### config.mk
export PLATFORM = sky130hd
export DESIGN_NAME = cnt_credit_tracker
export DESIGN_NICKNAME = d
export VERILOG_FILES = /design/src/rtl/cnt_credit_tracker.sv
export SDC_FILE = /design/constraint.sdc
export NUM_CORES = 1
export LEC_CHECK = 0
export BUFFER_PORTS_ARGS = -buffer_cell sky130_fd_sc_hd__clkbuf_2
export CAP_MARGIN = 20
export CORE_MARGIN = 5
export CORE_UTILIZATION = 60
export CTS_BUF_LIST = sky130_fd_sc_hd__clkbuf_4 sky130_fd_sc_hd__clkbuf_8
export DETAILED_ROUTE_END_ITERATION = 10
export PLACE_DENSITY_LB_ADDON = 0.1
export SYNTH_ARGS = -nofsm -noshare
export SYNTH_HDL_FRONTEND = slang
export SYNTH_SLANG_ARGS = --single-unit
### constraint.sdc
create_clock -name clk -period 4.45 [get_ports clk]
set_clock_uncertainty 0.1 [all_clocks]
set_input_delay 0.89 -clock clk [delete_from_list [all_inputs] [get_ports clk]]
set_output_delay 0.89 -clock clk [all_outputs]
set_load 0.05 [all_outputs]
### src/rtl/cnt_credit_tracker.sv
// Purpose: turns increments of a synchronised event count into poppable credits, measures window rate, flags jumps/overflow.
// Latency: avail/credit_vld/error flags update one cycle after cnt_in or pop_req; rate_vld pulses the cycle after the last window sample.
// Backpressure: pop_req is honoured only while credit_vld is high; credits saturate at 2^DW-1 instead of wrapping.
module cnt_credit_tracker #(
  parameter  int DW       = 8,
  parameter  int WIN      = 256,
  parameter  int MAX_STEP = 4,
  localparam int RW       = DW + $clog2(WIN)
) (
  input  logic          clk,
  input  logic          rst_n,
  input  logic [DW-1:0] cnt_in,
  input  logic          en,
  input  logic          pop_req,
  input  logic          clr_err,
  output logic          credit_vld,
  output logic [DW-1:0] avail,
  output logic [RW-1:0] rate,
  output logic          rate_vld,
  output logic          err_jump,
  output logic          err_ovf
);

  localparam int WCW = $clog2(WIN);

  typedef enum logic {IDLE, RUN} state_t;

  state_t          state;
  state_t          state_nxt;
  logic [DW-1:0]   cnt_q;
  logic [DW-1:0]   step;
  logic            pop;
  logic [DW:0]     next_sum;
  logic            jump;
  logic [WCW-1:0]  win_cnt;
  logic [WCW-1:0]  win_cnt_nxt;
  logic [RW-1:0]   acc;
  logic [RW-1:0]   acc_nxt;
  logic [RW-1:0]   rate_sum;
  logic            rate_ld;

  // Modulo subtraction makes the 2^DW-1 -> 0 wrap count as a single step.
  assign step       = cnt_in - cnt_q;
  assign credit_vld = (avail != '0);
  assign pop        = pop_req & credit_vld;
  // One extra bit so an arrival that would wrap the credit count is detectable.
  assign next_sum   = {1'b0, avail} + {1'b0, step} - (DW+1)'(pop);
  assign jump       = (step > DW'(MAX_STEP));
  assign rate_sum   = acc + RW'(step);

  // Previous count sample and credit counter with saturation.
  always_ff @(posedge clk or negedge rst_n) begin
    if (!rst_n) begin
      cnt_q <= '0;
      avail <= '0;
    end else begin
      cnt_q <= cnt_in;
      if (next_sum[DW]) avail <= '1;
      else              avail <= next_sum[DW-1:0];
    end
  end

  // Sticky error flags; a new event in the clearing cycle keeps the flag set.
  always_ff @(posedge clk or negedge rst_n) begin
    if (!rst_n) begin
      err_jump <= 1'b0;
      err_ovf  <= 1'b0;
    end else begin
      err_jump <= jump        | (err_jump & ~clr_err);
      err_ovf  <= next_sum[DW] | (err_ovf & ~clr_err);
    end
  end

  // Window FSM state, window counter, accumulator and rate output registers.
  always_ff @(posedge clk or negedge rst_n) begin
    if (!rst_n) begin
      state    <= IDLE;
      win_cnt  <= '0;
      acc      <= '0;
      rate     <= '0;
      rate_vld <= 1'b0;
    end else begin
      state    <= state_nxt;
      win_cnt  <= win_cnt_nxt;
      acc      <= acc_nxt;
      rate_vld <= rate_ld;
      if (rate_ld) rate <= rate_sum;
    end
  end

  // Next-state logic: dropping en discards a partial window without publishing it.
  always_comb begin
    state_nxt   = state;
    win_cnt_nxt = win_cnt;
    acc_nxt     = acc;
    rate_ld     = 1'b0;
    case (state)
      IDLE: begin
        win_cnt_nxt = '0;
        acc_nxt     = '0;
        if (en) state_nxt = RUN;
      end
      RUN: begin
        if (!en) begin
          state_nxt   = IDLE;
          win_cnt_nxt = '0;
          acc_nxt     = '0;
        end else if (win_cnt == WCW'(WIN-1)) begin
          win_cnt_nxt = '0;
          acc_nxt     = '0;
          rate_ld     = 1'b1;
        end else begin
          win_cnt_nxt = win_cnt + 1'b1;
          acc_nxt     = rate_sum;
        end
      end
      default: begin
        state_nxt   = IDLE;
        win_cnt_nxt = '0;
        acc_nxt     = '0;
      end
    endcase
  end

endmodule

After elaboration in Yosys (flattened, before gate mapping) --
Cells that the tools add are included.
Operators by class: add/subtract/negate cells 5, $lt $le $gt $ge 1, eq/ne operators 1, multiplexer cells 11, bitwise operators 7, reduce and logical (&&, ||, !) cells 1
Operators by type and width (count):
- $mux W16 | 2
- $pmux W16 S2 | 1
- $mux W8 | 3
- $add A16 B8 Y16 | 1
- $pmux W8 S2 | 1
- $add A8 B8 Y9 | 1
- $sub A9 B1 Y9 | 1
- $add A8 B1 Y8 const B | 1
- $eq A8 B8 Y1 const B | 1
- $gt A8 B3 Y1 const B | 1
- $reduce_bool A8 Y1 | 1
- $sub A8 B8 Y8 | 1
- $mux W1 | 4
- $and A1 B1 Y1 | 3
- $not A1 Y1 | 2
- $or A1 B1 Y1 | 2
Storage, ports and cells: flip-flop bits (word level) 60, input bits 13, output and inout port bits 28, word-level logic and storage cells 35

Longest topological paths before layout --
depth in word-level cells 5, mapped depth 17, mapped depth without buffers 17

Worst setup path before layout --
No wires, ideal clock.
path kind input-to-reg, start point input cnt_in[0], end point register avail[3], setup time 0.154 ns, data arrival time 3.788 ns, setup slack 0.409 ns, stages 17, path buffers 0, cells stage by stage inv_1 ha_1 inv_1 fa_1 a21o_1 a21oi_1 o21bai_1 a21oi_1 xor2_1 ha_1 inv_1 ha_1 a21o_1 a21oi_1 nand2_1 xnor2_1 o21ai_0
Between the ends: longest elaborated chain between the ends 4
RTL lines:
- from (decl) | RTL line 12 | input logic [DW-1:0] cnt_in,
- $sub A8 B8 Y8 | RTL line 43 | assign step = cnt_in - cnt_q;
- $add A8 B8 Y9 | RTL line 47 | assign next_sum = {1'b0, avail} + {1'b0, step} - (DW+1)'(pop);
- $sub A9 B1 Y9 | RTL line 47
- $mux W8 | RTL line 58 | if (next_sum[DW]) avail <= '1;
- to (signal assigned) | RTL line 59 | else avail <= next_sum[DW-1:0];
- to (decl) | RTL line 17 | output logic [DW-1:0] avail,
Every way passes these cells. A chain may end at the register's enable or synchronous reset.

Worst setup path in the final report --
start point input cnt_in[0], end point register rate[9]
Between the ends: longest elaborated chain between the ends 2
RTL lines:
- $sub A8 B8 Y8 | RTL line 43
- $add A16 B8 Y16 | RTL line 49 | assign rate_sum = acc + RW'(step);
- to (signal assigned) | RTL line 87 | if (rate_ld) rate <= rate_sum;
- to (decl) | RTL line 18 | output logic [RW-1:0] rate,
Every way passes these cells.

==> impl_metrics.csv <==
group,metric,value,unit
status,outcome,"finished clean",
setup_path,critPathKind,"input port to flop",
layout,final_cell_mix,"dfrtp_1 (60), inv_1 (46), clkbuf_2 (40)",
timing,worst_hold_slack,374.7,ps
synth,syn-mean-instance-area,9.717,sq um
synth,syn_area,3246,sq um
setup_path,critical_path.max_fanout,4,
timing,slew_viol_final,0,
grt,antenna_found_initial,0,
clock_network,clkTransAtPathRegs,60,ps
drt,drc,0,
drt,routed_via_density,5.171,
setup_path,timing.rr.start,"cnt_q[0]",
layout,drive_above_1_share,0.1576,
setup_path,r2r_cells,15,
placement,gp_congestion,0.8706,
setup_path,crit_slowest_cell,"fa_1",
clock_network,cts_tree,"built",
clock_network,ctsResizeCount,0,
floorplan,num_rows,26,
drt,drt-pass1-iter-count,5,
grt,grt_start_max_net_pins,37,
floorplan,ioPinCount,41,
setup_path,path_cells,"clkbuf_2, inv_1, ha_1, inv_1, fa_1, a21o_1, a21oi_1, o21bai_1, a21oi_1, xor2_1, inv_1, ha_1, a21o_1, a21oi_1, a21boi_0, xnor2_1, o21ai_0",
synth,synthDistinctLibCells,32,
power_and_ir_drop,cellLeakagePower,0.001925,uW
timing,finalHoldViolations,0,
hold_path,hold_depth,2,
grt,overflow,0,
synth,synth_nets,384,
drt,wl_per_cell,13.42,microns
hold_path,hold_class,"flop to flop",
drt,ant_nets,0,
hold_path,hold_start,"rate[11]",
synth,seq_area_frac_synth,0.4626,
hold_path,whs_endpoint,"rate[11]",
layout,num_antenna_cells,0,
clock_network,clockBufferDepth,2,
layout,fin_area,3721,sq um
synth,synthArstFlopShare,1.000,
grt,grt_pass1_vias,2385,
clock_network,cts-hold-fix-buffers,0,
timing,fin_crit_sh,0.9185,
floorplan,fp.coreArea,5172,sq um
clock_network,cts_buffers,9,
timing,setup_viol_count_final,0,
placement,dpl_cell_area,3530,sq um
layout,fin_nets,432,
timing,fin_ws,362.5,ps
power_and_ir_drop,vdd_drop_max,461.2,uV
clock_network,clockRootBuffer,"clkbuf_8",
placement,place_hpwl,4597,microns
timing,period_minus_slack,4087,ps
floorplan,start_util,0.6275,
synth,ys.flop_type,"dfrtp_1",
synth,synth_cells,334,
clock_network,cts_htree_levels,3,
setup_path,endpoint_kind,"flop",
power_and_ir_drop,p_total,1863,uW
setup_path,r2r_slack,780,ps
placement,dpl_worst_slack,99.26,ps
clock_network,post_cts_buffers,0,
timing,rsz0062_at_grt,"false",
setup_path,critPathLaunchType,"input port",
timing,relSlewSlack,0.3739,
setup_path,path_delay_family,"compound AO/OA/AOI/OAI gates",
timing,setup_tns,0,ps
setup_path,setup.worst_path.start,"cnt_in[0]",
grt,grt_pass1_wl,11010,microns
timing,worst_pin_slew,936.6,ps
synth,synth_edf_count,0,
floorplan,die_x,83.55,microns
clock_network,cts_sinks,60,
drt,wl,6131,microns
setup_path,worst_path_largest_cell_delay,400,ps
layout,fillCellCount,418,
drt,via_count,2363,
timing,max_freq,244.7,MHz
layout,layout_commonest_cell,"dfrtp_1",
floorplan,die_height,83.55,microns
setup_path,critical_path_buf_inv_count,4,
layout,area_growth_syn_to_layout,14.65,%
synth,ys_warn_count,0,
setup_path,r2r_end,"rate[9]",
placement,io_buffers,40,
setup_path,cp_data_arrival_time,4170,ps
drt,drt_iter0_drc,49,
grt,grt.total_usage,0.1952,
run,maxCapViolCount,0,
floorplan,fp.dieArea,6981,sq um
synth,ys_seq_elements,60,
setup_path,crit_required,4530,ps
power_and_ir_drop,power_density,500.7,nW/um^2
clock_network,clock_latency,340,ps
layer usage:
metal,global-route usage,share of wire,up-vias,routed length [microns]
met5,0,0,-,0
met2,0.3105,0.47,48,2881
li1,-,-,1205,-
met4,0.04971,0.014,0,86
met1,0.2575,0.46,1101,2827
met3,0.06614,0.055,9,336
power by group:
part | total (uW) | leakage, uW | internal (uW) | switching [uW]
clock network | 475 | 0.0000999 | 268 | 207
logic | 762 | 0.00105 | 288 | 474
registers | 626 | 0.000771 | 595 | 30.9
total | 1860 | 0.00192 | 1150 | 712
state kept, by name, summed over array words and instances (netlist names):
signal    count
rate         16
state         1
err_jump      1
cnt_q         8
err_ovf       1
rate_vld      1
avail         8
win_cnt       8
acc          16
cell type report:
type                       count  area (sq um)  share of cell area
sequential                    60          1501              0.4035
timing repair buffer          42         215.2             0.05783
tap                           70         87.58             0.02354
multi-input combinational    223          1553              0.4173
inverter                      46         172.7             0.04640
clock inverter                 5         52.55             0.01412
clock buffer                  11         138.9             0.03732
kinds of logic after synthesis:
kind of cell	Yosys count	share of synthesized area
simple gates	89	0.1241
xor+xnor	31	0.08365
fa+ha+maj	37	0.1496
flops	60	0.4626
buf+inv	51	0.05898
compound gates	66	0.1211
cell usage after synthesis (all sizes together) (5+ instances only):
library cell,count,area (sq um)
inv,46,172.7
nor2,28,105.1
a21oi,14,70.07
nand2,31,116.4
xnor2,16,140.1
o21ai,28,140.1
a21o,7,52.55
clkbuf,5,18.77
nand3,8,40.04
dfrtp,60,1501
xor2,15,131.4
ha,34,425.4
and3,5,31.28
nand2b,5,31.28
worst reg2reg max path, stage by stage (launching register included):
cell	delay (ps)
dfrtp_1	330
ha_1	170
inv_1	60
fa_1	400
a21o_1	180
a21oi_1	220
o21bai_1	90
a21oi_1	170
xor2_1	350
inv_1	110
ha_1	320
a21o_1	180
a21oi_1	310
a21boi_0	180
xnor2_1	230
o21ai_0	120
worst max-delay path by stage:
stage | endpoint | slack (ps) | cells after the start
floorplan | avail[3] | 410 | 17
global placement | rate[9] | 110 | 17
detailed placement | rate[9] | 100 | 17
CTS | rate[9] | 390 | 17
global route | rate[9] | 100 | 17
finish | rate[9] | 360 | 17
metrics by stage:
| step | std cells | util |
|---|---|---|
| finish | 457 | 0.7194 |
| global route | 457 | 0.7194 |
| CTS | 457 | 0.7194 |
| detailed placement | 441 | 0.6824 |
| global placement | 441 | 0.6824 |
| floorplan | 334 | - |
Power figures use the tool's default switching activity.
